==> src/rtl/pong_frame_ctrl.sv <==
// Frame-synchronous coordinate update controller: stages Nios-written positions and
// commits them to renderer shadows at vblank, with a watchdog-forced fallback commit.
//
// state    | meaning
// ---------+-------------------------------------------------------------
// IDLE     | no update in flight, busy low, waiting for upd_req
// WAIT_VB  | coordinates staged, waiting for vblank or watchdog expiry
// COMMIT   | single cycle, shadows just loaded, commit pulse high
// ACK_WAIT | update done, waiting for Nios to drop upd_req
module pong_frame_ctrl #(
  parameter int X_MAX   = 639,
  parameter int Y_MAX   = 479,
  parameter int TIMEOUT = 50000,
  parameter int CNT_W   = 16
) (
  input  logic       clk_clk,
  input  logic       reset_reset_n,
  input  logic       upd_req,
  input  logic       vblank,
  input  logic [9:0] bx_in,
  input  logic [9:0] by_in,
  input  logic [9:0] p1x_in,
  input  logic [9:0] p1y_in,
  input  logic [9:0] p2x_in,
  input  logic [9:0] p2y_in,
  output logic       busy,
  output logic [9:0] bx,
  output logic [9:0] by,
  output logic [9:0] p1x,
  output logic [9:0] p1y,
  output logic [9:0] p2x,
  output logic [9:0] p2y,
  output logic       commit,
  output logic       timeout,
  output logic [7:0] frame_cnt
);

  localparam logic [9:0]       X_LIM   = 10'(X_MAX);
  localparam logic [9:0]       Y_LIM   = 10'(Y_MAX);
  localparam logic [CNT_W-1:0] WD_LAST = CNT_W'(TIMEOUT - 1);

  typedef enum logic [1:0] {IDLE, WAIT_VB, COMMIT, ACK_WAIT} state_t;

  state_t             state_q, state_d;
  // Packed slot order: bx, by, p1x, p1y, p2x, p2y (even = x, odd = y)
  logic [5:0][9:0]    stg_q, stg_d;
  logic [5:0][9:0]    sh_q, sh_d;
  logic [CNT_W-1:0]   wd_q, wd_d;
  logic               to_q, to_d;
  logic [7:0]         fc_q, fc_d;
  logic               do_commit;

  always_ff @(posedge clk_clk or negedge reset_reset_n) begin
    if (!reset_reset_n) begin
      state_q <= IDLE;
      stg_q   <= '0;
      sh_q    <= '0;
      wd_q    <= '0;
      to_q    <= 1'b0;
      fc_q    <= '0;
    end else begin
      state_q <= state_d;
      stg_q   <= stg_d;
      sh_q    <= sh_d;
      wd_q    <= wd_d;
      to_q    <= to_d;
      fc_q    <= fc_d;
    end
  end

  always_comb begin
    state_d   = state_q;
    stg_d     = stg_q;
    sh_d      = sh_q;
    wd_d      = wd_q;
    to_d      = to_q;
    fc_d      = fc_q;
    do_commit = 1'b0;

    case (state_q)
      IDLE: begin
        if (upd_req) begin
          stg_d   = {p2y_in, p2x_in, p1y_in, p1x_in, by_in, bx_in};
          wd_d    = '0;
          to_d    = 1'b0;
          state_d = WAIT_VB;
        end
      end
      WAIT_VB: begin
        // vblank wins over a coinciding watchdog expiry
        if (vblank) begin
          do_commit = 1'b1;
        end else if (wd_q == WD_LAST) begin
          do_commit = 1'b1;
          to_d      = 1'b1;
        end else begin
          wd_d = wd_q + 1'b1;
        end
      end
      COMMIT: begin
        state_d = ACK_WAIT;
      end
      ACK_WAIT: begin
        if (!upd_req) state_d = IDLE;
      end
      default: begin
        state_d = IDLE;
      end
    endcase

    if (do_commit) begin
      state_d = COMMIT;
      fc_d    = fc_q + 8'd1;
      for (int i = 0; i < 3; i++) begin
        sh_d[2*i]   = (stg_q[2*i]   > X_LIM) ? X_LIM : stg_q[2*i];
        sh_d[2*i+1] = (stg_q[2*i+1] > Y_LIM) ? Y_LIM : stg_q[2*i+1];
      end
    end
  end

  assign busy      = (state_q != IDLE);
  assign commit    = (state_q == COMMIT);
  assign timeout   = to_q;
  assign frame_cnt = fc_q;
  assign bx        = sh_q[0];
  assign by        = sh_q[1];
  assign p1x       = sh_q[2];
  assign p1y       = sh_q[3];
  assign p2x       = sh_q[4];
  assign p2y       = sh_q[5];

endmodule

==> config.mk <==
export PLATFORM = sky130hd
export DESIGN_NAME = pong_frame_ctrl
export DESIGN_NICKNAME = d
export VERILOG_FILES = /design/src/rtl/pong_frame_ctrl.sv
export SDC_FILE = /design/constraint.sdc
export NUM_CORES = 1
export LEC_CHECK = 0
export ABC_AREA = 1
export CORE_MARGIN = 2
export CORE_UTILIZATION = 40
export DETAILED_ROUTE_END_ITERATION = 7
export GPL_TIMING_DRIVEN = 0
export PLACE_DENSITY_LB_ADDON = 0.08
export SYNTH_ARGS = -nofsm -noshare
export SYNTH_HDL_FRONTEND = slang
export SYNTH_SLANG_ARGS = --single-unit
export TNS_END_PERCENT = 20
==> constraint.sdc <==
create_clock -name clk_clk -period 2.6 [get_ports clk_clk]
set_clock_uncertainty 0.2 [all_clocks]
set_input_delay 0.52 -clock clk_clk [delete_from_list [all_inputs] [get_ports clk_clk]]
set_output_delay 0.52 -clock clk_clk [all_outputs]
set_load 0.005 [all_outputs]
==> reports/metrics.yaml, run 1 <==
clocking:
  clk_pin_slew_ns: 0.06
  root_buffer: "clkbuf_16"
  clk_latency_ns: 0.42
  clock_path_buffers: 2
  cts.sinks: 147
  htree_levels: 4
  post_cts_buffers: 0
  cts_made_buffers: 17
  cts_tree: "yes"
detailed_routing:
  drt_wl_total_um: 15420
  vias: 4913
  firstDrtPassIters: 4
  dr.first_iter.drc_count: 307
  wl_per_cell_um: 14.84
  drc: 0
  viasPerCell: 4.729
  ant_nets: 0
synth:
  netlist.top_cell.by_area: "dfrtp_1"
  synth_top_area_share_pct: 57.90
  async_reset_ff_share_pct: 100.0
  synth_common_cells: "nand2_1 (207), dfrtp_1 (147), o21ai_0 (60), mux2_2 (52), nor2_1 (44)"
  synth-edff-count: 0
  ys_seq_area_share_pct: 57.90
  post_synth_inst_count: 657
  synth.most_common_cell: "nand2_1"
  ys_types: 27
  synth_nets: 727
  ys.flop_type: "dfrtp_1"
  yosysWarnings: 0
  synth_seq_cells: 147
  synth_area_mm2: 0.006354
  syn-mean-instance-area_um2: 9.671
  synthTopCellsByArea: "dfrtp_1 (58%), nand2_1 (12%), mux2_2 (9.2%)"
sta:
  rsz0062_at_grt: "false"
  slew_violations: 0
  finalCriticalPeriod_ns: 2.451
  fmax_mhz: 408.1
  slew_headroom_pct: 53.96
  hold_ws_ns: 0.2685
  finalSetupViolations: 0
  fin_crit_sh_pct: 94.25
  tightest_slew_ns: 0.6906
  hold_violations: 0
power:
  power_density_mw_per_mm2: 1115
  p_leak_nw: 3.969
  irDropWorstVdd_mv: 0.5747
  power_mw: 9.564
critical_path:
  crit_path_start_kind: "register"
  endpoint_kind: "output pin"
  crit_arrival_ns: 1.73
  crit_top_cell: "inv_1"
  r2r_setup_slack_ns: 0.39
  critPathSlowestCell: "clkdlybuf4s50_1"
  max_stage_delay_ns: 0.51
  crit_fanout: 4
  cp.required_ns: 1.88
  critical_path.cell_chain: "inv_1 -> ha_1 -> inv_1 -> clkdlybuf4s50_1"
  criticalPathCategory: "register to output pin"
final_layout:
  antenna_cells: 0
  drive_gt1_share_pct: 12.52
  layout.cells.non_filler: 1039
  fin_nets: 882
  design_area_mm2: 0.008579
  area_growth_pct: 35.03
worst_hold_path:
  holdCritPathClass: "register to register"
status:
  outcome: "finished, final reports clean"
grt:
  grt_pass1_wl_um: 25020
  grt_pass1_vias: 4885
  gr-total-overflow: 0
  grtUsageTotal_pct: 19.21
  antenna_found_initial: 0
  grt_max_degree: 101
flow_run:
  drv_cap: 0
place:
  place.port_buffers: 134
  dp.cells: 1008
  dpl_cell_area_mm2: 0.007994
  routabilityCongestion: 0.8837
  hpwl_um: 10850
floorplanning:
  row_count: 46
  start_util_pct: 40.44
  die_y_um: 130.0
  fp.dieW_um: 130.0
  io_pins: 135
  core_area_mm2: 0.01571
  dieArea_mm2: 0.01691
==> flip-flops by register name, summed over array words and instances, names as in the netlist <==
register / flops
state_q: 2
bx: 10
p1y: 10
stg_q: 60
p1x: 10
by: 10
p2y: 10
p2x: 10
wd_q: 16
frame_cnt: 8
timeout: 1
==> worst paths after layout <==
path                       depth (start not counted)          start   endpoint
max                                                4     state_q[0]       busy
min                                                2          bx[0]      bx[0]
max reg2reg                                        6     state_q[0]  stg_q[31]
min reg2reg                                        2          bx[0]      bx[0]
max in group asynchronous                          3  reset_reset_n     p1x[7]
min in group asynchronous                          2  reset_reset_n    wd_q[5]
==> per-layer routing <==
layer / wire length (µm) / track usage (%) / up-vias
met5: 0 / 0 / -
met2: 7268 / 30.49 / 122
met1: 6895 / 25.02 / 2336
met3: 1003 / 6.068 / 21
met4: 248 / 6.705 / 0
li1: - / - / 2434
==> timing repair <==
item | CTS | global route
hold buffers | 1 | 0
gates resized for setup | 0 | 0
hold endpoints to repair | 47 | 0
==> report_power, final <==
group	internal (mW)	switching, mW
clock	1.48	0.917
combinational	1.78	1.57
sequential	3.26	0.557
total	6.52	3.04
==> critical path, delay by kind of cell (launching register included) <==
kind	cells	cell delay, ns
adder cells (fa/ha/maj)	1	0.23
buffers and inverters	3	0.69
flip-flops	1	0.39
==> cells in the final DEF, fill, tap and decap left out, types with 3 or more instances in the layout <==
| cell type | n |
|---|---|
| buf_6 | 9 |
| nand4_1 | 5 |
| nor3_1 | 4 |
| o21ai_1 | 4 |
| clkbuf_16 | 17 |
| inv_1 | 40 |
| clkbuf_1 | 9 |
| dfrtp_1 | 147 |
| nand2_1 | 207 |
| ha_1 | 6 |
| a21oi_1 | 10 |
| mux2_2 | 52 |
| o21ai_0 | 60 |
| o21bai_1 | 6 |
| clkdlybuf4s50_1 | 133 |
| xor2_1 | 9 |
| nor2_1 | 44 |
| clkbuf_8 | 3 |
| nand3_1 | 27 |
| buf_1 | 4 |
| buf_2 | 3 |
| clkinv_2 | 4 |
==> area by class of cell <==
class                           instances  area [µm²]
Buffer                                 25       165.2
Clock buffer                           21       470.5
Clock inverter                          9       105.1
Fill cell                            1393        7133
Inverter                               42       157.7
Multi-Input combinational cell        443        2352
Sequential cell                       147        3679
Tap cell                              216       270.3
Timing Repair Buffer                  136        1380
==> stage by stage <==
| stage | TNS [ns] | worst slack (ns) | util (%) |
|---|---|---|---|
| global route | 0 | 0.06356 | 54.60 |
| CTS | 0 | 0.1307 | 54.60 |
| global placement | -756.90 | -5.163 | 50.69 |
| detailed placement | 0 | 0.05899 | 50.88 |
| finish | 0 | 0.1495 | 54.60 |
| floorplan | 0 | 0.7653 | - |
==> cells by family (layout without fill, tap and decap cells) <==
| group | Yosys count | in the layout | synth area share, % |
|---|---|---|---|
| AOI/OAI and AO/OA | 84 | 84 | 7.030 |
| xor gates and xnor gates | 10 | 10 | 1.379 |
| adders and majority gates | 6 | 6 | 1.182 |
| buffers and inverters | 67 | 233 | 5.081 |
| DFF | 147 | 147 | 57.90 |
| muxes | 52 | 52 | 9.216 |
| and+or+nand+nor | 291 | 291 | 18.22 |
No activity file was read; power rests on OpenSTA's default activity.
==> run 2: changes to the inputs <==
--- a/config.mk
+++ b/config.mk
@@ -6,11 +6,13 @@
 export NUM_CORES = 1
 export LEC_CHECK = 0
 export ABC_AREA = 1
+export ABC_CLOCK_PERIOD_IN_PS = 2600
 export CORE_MARGIN = 2
 export CORE_UTILIZATION = 40
 export DETAILED_ROUTE_END_ITERATION = 7
 export GPL_TIMING_DRIVEN = 0
 export PLACE_DENSITY_LB_ADDON = 0.08
+export SKIP_CTS_REPAIR_TIMING = 1
 export SYNTH_ARGS = -nofsm -noshare
 export SYNTH_HDL_FRONTEND = slang
 export SYNTH_SLANG_ARGS = --single-unit
==> results of run 2 <==
The final DEF is identical to that of run 1; final timing and power are the same.
Among the figures that moved: met1 usage 25.02% -> 24.99%; met3 usage 6.068% -> 6.109%
